===== config.mk =====
export PLATFORM = sky130hd
export DESIGN_NAME = rotation_tracker
export DESIGN_NICKNAME = d
export VERILOG_FILES = /design/src/rtl/display_pkg.sv /design/src/rtl/rotation_tracker_debouncer.sv /design/src/rtl/rotation_tracker.sv
export SDC_FILE = /design/constraint.sdc
export NUM_CORES = 1
export LEC_CHECK = 0
export ABC_AREA = 1
export ABC_CLOCK_PERIOD_IN_PS = 9100
export CAP_MARGIN = 20
export CELL_PAD_IN_SITES_DETAIL_PLACEMENT = 1
export CELL_PAD_IN_SITES_GLOBAL_PLACEMENT = 1
export CORE_ASPECT_RATIO = 0.5
export CORE_UTILIZATION = 45
export DETAILED_ROUTE_END_ITERATION = 7
export PLACE_DENSITY = 0.95
export REMOVE_ABC_BUFFERS = 1
export SKIP_LAST_GASP = 1
export SYNTH_ARGS = -nofsm -noshare
export SYNTH_HDL_FRONTEND = slang
export SYNTH_SLANG_ARGS = --single-unit

===== constraint.sdc =====
create_clock -name clk_in -period 9.1 [get_ports clk_in]
set_input_delay 1.82 -clock clk_in [delete_from_list [all_inputs] [get_ports clk_in]]
set_output_delay 1.82 -clock clk_in [all_outputs]
set_load 0.02 [all_outputs]

===== src/rtl/display_pkg.sv =====
// Shared types and defaults for the rotating display front end.
// Holds the rotation tracker FSM encoding and default widths.
package display_pkg;

  localparam int THETA_RES_DEF = 27;
  localparam int SCAN_RATE_DEF = 32;

  typedef logic [THETA_RES_DEF-1:0] theta_t;
  typedef logic [$clog2(SCAN_RATE_DEF)-1:0] col_t;

  typedef enum logic [1:0] {
    IDLE,
    SYNC,
    LOCKED
  } tracker_state_t;

endpackage


===== src/rtl/rotation_tracker_debouncer.sv =====
// IR index sensor conditioning: 2-FF synchronizer plus stability filter.
// Emits the debounced level and a single-cycle pulse on its falling edge.
module ir_debouncer #(
  parameter int DEBOUNCE_CYCLES = 1000
) (
  input  logic clk_in,
  input  logic rst_n_in,
  input  logic ir_in,
  output logic level,
  output logic fall
);

  localparam int CW = $clog2(DEBOUNCE_CYCLES + 1);
  localparam logic [CW-1:0] LAST = CW'(DEBOUNCE_CYCLES - 1);

  logic          s1;
  logic          s2;
  logic [CW-1:0] cnt;
  logic          done;

  assign done = (s2 != level) && (cnt == LAST);
  assign fall = done && level;

  // Bring the asynchronous sensor into the clock domain; idle = beam clear.
  always_ff @(posedge clk_in) begin
    if (!rst_n_in) begin
      s1 <= 1'b1;
      s2 <= 1'b1;
    end else begin
      s1 <= ir_in;
      s2 <= s1;
    end
  end

  // Count consecutive samples that disagree with the level; flip when full.
  always_ff @(posedge clk_in) begin
    if (!rst_n_in) begin
      level <= 1'b1;
      cnt   <= '0;
    end else if (s2 == level) begin
      cnt <= '0;
    end else if (done) begin
      level <= s2;
      cnt   <= '0;
    end else begin
      cnt <= cnt + 1'b1;
    end
  end

endmodule


===== src/rtl/rotation_tracker.sv =====
// Rotation timing for the spinning arm: theta, period and column indices.
// Column stepping uses a Bresenham accumulator so no divider is needed.
module rotation_tracker
  import display_pkg::*;
#(
  parameter int THETA_RES       = THETA_RES_DEF,
  parameter int SCAN_RATE       = SCAN_RATE_DEF,
  parameter int DEBOUNCE_CYCLES = 1000,
  parameter int MIN_PERIOD      = 1024
) (
  input  logic                         clk_in,
  input  logic                         rst_n_in,
  input  logic                         ir_in,
  output logic [THETA_RES-1:0]         theta,
  output logic [THETA_RES-1:0]         period,
  output logic                         period_ready,
  output logic [$clog2(SCAN_RATE)-1:0] column_index1,
  output logic [$clog2(SCAN_RATE)-1:0] column_index2,
  output logic                         locked
);

  localparam int CW = $clog2(SCAN_RATE);
  localparam int AW = THETA_RES + CW;

  localparam logic [THETA_RES:0]   T_MAX = {1'b0, {THETA_RES{1'b1}}};
  localparam logic [THETA_RES-1:0] T_MIN = THETA_RES'(MIN_PERIOD - 1);
  localparam logic [AW-1:0]        STEP  = AW'(SCAN_RATE);
  localparam logic [CW-1:0]        C_MAX = CW'(SCAN_RATE - 1);
  localparam logic [CW-1:0]        HALF  = CW'(SCAN_RATE / 2);

  tracker_state_t state;
  tracker_state_t state_n;

  logic               deb_level;
  logic               deb_fall;
  logic               trip;
  logic               accept;
  logic               load;
  logic               ovf;
  logic [THETA_RES:0] theta_p1;
  logic [AW-1:0]      acc;
  logic [AW-1:0]      acc_sum;
  logic [AW-1:0]      period_w;
  logic               step;

  ir_debouncer #(
    .DEBOUNCE_CYCLES(DEBOUNCE_CYCLES)
  ) u_deb (
    .clk_in  (clk_in),
    .rst_n_in(rst_n_in),
    .ir_in   (ir_in),
    .level   (deb_level),
    .fall    (deb_fall)
  );

  // A trip is only meaningful when leaving the clear level.
  assign trip     = deb_fall && deb_level;
  assign theta_p1 = {1'b0, theta} + 1'b1;
  assign ovf      = theta_p1[THETA_RES];
  assign accept   = trip && ((state == IDLE) || (theta >= T_MIN));
  assign locked   = (state == LOCKED);
  assign acc_sum  = acc + STEP;
  assign period_w = {{CW{1'b0}}, period};
  assign step     = (acc_sum >= period_w);

  assign column_index2 = column_index1 + HALF;

  // Next-state: trips advance toward LOCKED, saturation drops to IDLE.
  always_comb begin
    state_n = state;
    load    = 1'b0;
    unique case (state)
      IDLE: begin
        if (accept) state_n = SYNC;
      end
      SYNC, LOCKED: begin
        if (accept) begin
          if (ovf) begin
            state_n = IDLE;
          end else begin
            state_n = LOCKED;
            load    = 1'b1;
          end
        end else if (theta_p1 >= T_MAX) begin
          state_n = IDLE;
        end
      end
      default: state_n = IDLE;
    endcase
  end

  // FSM state register.
  always_ff @(posedge clk_in) begin
    if (!rst_n_in) state <= IDLE;
    else           state <= state_n;
  end

  // Theta counts cycles since the last accepted trip and saturates.
  always_ff @(posedge clk_in) begin
    if (!rst_n_in)  theta <= '0;
    else if (accept) theta <= '0;
    else if (!ovf)   theta <= theta_p1[THETA_RES-1:0];
  end

  // Latch the finished revolution length with a one-cycle strobe.
  always_ff @(posedge clk_in) begin
    if (!rst_n_in) begin
      period       <= '0;
      period_ready <= 1'b0;
    end else begin
      period_ready <= load;
      if (load) period <= theta_p1[THETA_RES-1:0];
    end
  end

  // Bresenham column stepper, restarted on every trip and outside LOCKED.
  always_ff @(posedge clk_in) begin
    if (!rst_n_in || accept || (state_n != LOCKED)) begin
      acc           <= '0;
      column_index1 <= '0;
    end else if (step) begin
      acc <= acc_sum - period_w;
      if (column_index1 != C_MAX) column_index1 <= column_index1 + 1'b1;
    end else begin
      acc <= acc_sum;
    end
  end

endmodule

Word level (Yosys, flattened, before mapping)
Cells that the tools add are included. Widths: inputs -> output; s select.

Output and inout bits: 66. Bits in registers: 107. Bits of input ports: 3. Logic and storage cells: 51.

Reduce and logical (&&, ||, !) cells: 14. Multiplexer cells: 9. Add/sub/neg operators: 6. Magnitude comparators: 3. Equality and inequality tests: 7. Bitwise gates (word level): 2.

Operators with widths (count): $add 32x6->32 const B (1); $ge 32x27->1 (1); $mux 32 (1); $sub 32x27->32 (1); $add 27x1->28 const B (1); $ge 28x27->1 const B (1); $ge 27x10->1 const B (1); $add 10x1->10 const B (1); $eq 10x10->1 const B (1); $mux 2 (4); $add 5x1->5 const B (1); $add 5x5->5 const B (1); $ne 5x5->1 const B (1); $logic_and 1x1->1 (4); $pmux 2 s2 (1); $reduce_and 2->1 (2); $reduce_or 2->1 (2); $logic_or 1x1->1 (3); $mux 1 (3); $reduce_or 3->1 (1); $eq 2x1->1 const B (1); $eq 2x2->1 const B (1); $logic_not 2->1 (1); $ne 2x2->1 const B (1); other kinds (4) (5).

Longest topological paths before layout
Depth after elaboration: 9. Depth in mapped cells: 24. Depth with buffers taken out: 23.

Modules after synthesis
A second synthesis with hierarchy kept.

Cell total of the unflattened synthesis: 1161. Area total of the unflattened synthesis: 7445.9 um^2.

Modules (own cells, without submodules): rotation_tracker (area each 6821.5 um^2, cells an instance 1078, instances 1, sequential area each 1881.8 um^2); ir_debouncer (area each 624.3 um^2, cells an instance 83, instances 1, sequential area each 260.2 um^2).

Worst setup path after synthesis
OpenSTA, ideal clock, no wires.

Path type: register to register. Start: register acc[8]. End: register acc[8]. Setup time: 123 ps. Path buffers: 1. Slack: 5868 ps. Stages on the path, launching flop included: 21. Period minus slack after synthesis: 3232 ps. Required time: 8977 ps. Arrival: 3110 ps. Cell sequence: dfxtp_1 -> nand2_1 -> nor3_2 -> nand3_1 -> nor4_1 -> nand2_1 -> xor2_1 -> inv_1 -> ha_1 -> nand2_1 -> inv_1 -> nand2_1 -> inv_1 -> a21oi_1 -> nand4_1 -> nand2_1 -> nand3_2 -> buf_2 -> or2_2 -> o21ai_0 -> nor3_2.

Longest elaborated chain between the ends: 3. Elaborated cells on any way between the ends: 4. Classes of those cells: add/sub (2); order compare (1); mux (1).

RTL lines: start, declared (line rotation_tracker.sv:41) `logic [AW-1:0] acc;`; start signal, assigned (line rotation_tracker.sv:122) `acc <= acc_sum - period_w;`; start signal, assigned (line rotation_tracker.sv:125) `acc <= acc_sum;`; $add 32x6->32 (*) (line rotation_tracker.sv:62) `assign acc_sum = acc + STEP;`; $sub 32x27->32 / $ge 32x27->1 (equally long branches) (line rotation_tracker.sv:122, rotation_tracker.sv:64); $mux 32 (*) (line rotation_tracker.sv:121) `end else if (step) begin`.

Every way passes the cells marked *; elsewhere a longest branch is shown, timed or not. A chain may end at the register's enable or synchronous reset.

Worst setup path in the final report
Start: register acc[7]. End: register acc[22].

Same word-level chain as after synthesis.

==> metrics <==
outcome=finished clean; sequential fraction of the synthesis area=27.6%; Post-Place Cell Area=0.00858 mm^2; most frequent cells in the layout=nand2_1 (313), inv_1 (169), nor2_1 (137), dfxtp_1 (107), nand3_1 (85); Sink Count=107; GR Overflow Total=0; Initial DRC Count=584; final WL=27900 um; skew final=0.0135 ns; Psw=224 uW; core area=0.0166 mm^2; Least-Margin Pin Slew=0.948 ns; routed vias=8405; Rel. slew slack=36.6%; CP max FO=42; VDD IR-drop max=85.4 uV; Hold WC Path Type=flop to flop; Design Area, Final=0.00886 mm^2; share of cells above drive strength 1=6.60%; WS Path Type=flop to flop; All-Layer GR Usage=31.8%; unrepaired setup endpoints after global routing=no; row count=33; combinational power share=1.9%; Sw Ratio=25.1%; Yosys warnings=0; Clock power frac=45.1%; Util after Layout=53.3%; DR WL met3=1510 um; f_max=201 MHz; met1 WL=12400 um; Mapped Area=0.00777 mm^2; die width=188 um; DR DRC count=0; Routed Antenna Nets=0; crit path capture type=flop; post-route minimum period=4.98 ns; main combinational cell family by area after synthesis=simple AND/OR/NAND/NOR gates; vias in the first global route=8401; DR vias/cell=5.61; Synth Area in Adders=6.05%; Final Slew Violations=0; CTS Buf Count=9; Flop pwr share=53.0%; Nets=1308; GP Congestion=0.983; worst reg-to-reg path cell count=19; worst skew pair latency=0.37 ns; clock slew at reported path FFs=0.08 ns; Synth Area in Compound Gates=11.5%; # Max-Cap Violations=0; most common flop cell mapped by yosys=dfxtp_1; Post-Synth XOR/XNOR Area=5.30%; ANT cells=0; maximum buffer depth of the clock tree=2; Avg Cell Area, Syn=6.38 um^2; Clock Tree Root=clkbuf_16; Worst EP required=9.38 ns; Seq cells post-synth=107; DR pass1 iterations=5; FF-to-FF End=acc[22]$_SDFF_PP0_; post-cts resize count=0; CTS tree=built; pwr dens=100 mW/mm^2; Placement Setup Slack=4.36 ns; commonest non-fill, non-tap cell in the layout=nand2_1; register-to-register setup slack=4.12 ns; Mapped Cells=1218; Initial Utilization=46.7%; worst setup margin=4.12 ns; synth-to-layout area growth=14.0%; Reg2Reg Launch Point=acc[7]$_SDFF_PP0_; IO buf count=68; crit start category=flop; largest net degree at the start of global routing=43; async set-reset flop share out of synthesis=0%; multiplexer area fraction after synthesis=0%; Die Ht=94.9 um; final setup TNS=0 ns; final setup fails=0; P_int=666 uW; Ports=69; hold_buf cts=0; H-tree levels=3; highest routed layer=met4; post-DR wirelength/cell=18.6 um; Setup crit end=acc[22]$_SDFF_PP0_; EDFF count, synth=0; initial antenna violation count=0; Hold Fails Final Rpt=0; Yosys cell types=44; Critical Path AT=5.26 ns; power after layout=889 uW; crit share post-route=54.7%; met2 wire len=13400 um; Post-CTS Setup Inserts=0; CP Launch Point=acc[7]$_SDFF_PP0_; Leak=0.00368 uW; full die area=0.0178 mm^2; dpl hpwl=21200 um; post-synthesis simple-gate area fraction=38.9%; global-route wire length before repair=44400 um
==> how the worst min path moves through the flow <==
stage	start	endpoint	slack (ns)	depth (start not counted)
6_report	u_deb.s1$_SDFF_PN1_	u_deb.s2$_SDFF_PN1_	0.44	1
2_1_floorplan	u_deb.s1$_SDFF_PN1_	u_deb.s2$_SDFF_PN1_	0.39	1
3_3_place_gp	u_deb.s1$_SDFF_PN1_	u_deb.s2$_SDFF_PN1_	0.41	1
3_5_place_dp	u_deb.s1$_SDFF_PN1_	u_deb.s2$_SDFF_PN1_	0.41	1
4_1_cts	u_deb.s1$_SDFF_PN1_	u_deb.s2$_SDFF_PN1_	0.44	1
5_1_grt	u_deb.s1$_SDFF_PN1_	u_deb.s2$_SDFF_PN1_	0.45	1
==> kinds of logic after synthesis <==
logic type | after synthesis
and+or+nand+nor | 656
DFF | 107
xor gates and xnor gates | 47
AOI/OAI and AO/OA | 167
buffers and inverters | 204
adders and majority gates | 37
==> metal layers <==
metal / vias to the layer above / global-route usage (%)
met5: - / 0
met4: 0 / 8.74
met3: 52 / 5.91
met2: 255 / 57.1
met1: 4098 / 39.4
li1: 4000 / -
==> final cells by class <==
type	instances	area (um^2)
timing repair buffer	69	688
tap	227	284
inverter	174	653
multi-input combinational	907	4810
clock buffer	9	225
clock inverter	6	61.3
fill	2301	7770
sequential	107	2140
==> cell usage after synthesis (3+ instances only) <==
master    number  share of area (%)
a21o_1         7               0.68
a21oi_1       67                4.3
a31oi_1        6               0.48
buf_2          5               0.32
buf_4          7               0.68
clkbuf_1      14               0.68
dfxtp_1      107                 28
ha_1          36                5.8
inv_1        169                8.2
inv_2          3               0.14
nand2_1      313                 15
nand2_2        6               0.48
nand3_1       85                5.5
nand3_2        3               0.39
nand3b_1       4               0.39
nand4_1       19                1.5
nor2_1       137                6.6
nor2_2         7               0.56
nor2_4         5               0.72
nor3_1        25                1.6
nor3_2        32                4.1
nor4_1         5               0.40
o21ai_0       70                4.5
o21ai_1        4               0.26
o21bai_1       5               0.48
or2_2          7               0.56
xnor2_1       17                1.9
xor2_1        30                3.4
==> critical path, cell delays in order (launching register included) <==
cell     delay [ns]
dfxtp_1        0.39
nand3_1        0.17
nor3_2         0.33
nand3_1        0.14
nor4_1         0.46
nand2_1        0.14
xor2_1         0.26
inv_1          0.08
ha_1           0.35
nand2_1        0.13
inv_1          0.05
nand2_1        0.09
inv_1          0.06
a21oi_1        0.21
nand4_1        0.13
nand2_1        0.10
nand3_2        0.65
inv_2          0.66
o21ai_0        0.25
nor3_2         0.23
==> power groups by stage <==
| stage | clock, uW | combinational (uW) | sequential, uW |
|---|---|---|---|
| after global routing | 420 | 17.8 | 472 |
| after global placement | 0 | 15.2 | 483 |
| final | 401 | 16.5 | 472 |
| after floorplan | 0 | 7.10 | 484 |
| after CTS | 399 | 16.4 | 472 |
| after detailed placement | 0 | 16.0 | 483 |
==> registers in the layout, summed over array words and instances, names as in the netlist <==
name	flops
period	27
column_index1	5
u_deb.s2	1
acc	32
u_deb.cnt	10
u_deb.s1	1
state	2
period_ready	1
u_deb.level	1
theta	27
==> metrics by stage <==
step,std cells,hold slack (ns)
floorplan,1188,0.393
global placement,1484,0.411
detailed placement,1484,0.414
CTS,1499,0.439
global route,1499,0.455
finish,1499,0.439
Power figures use the tool's default switching activity.
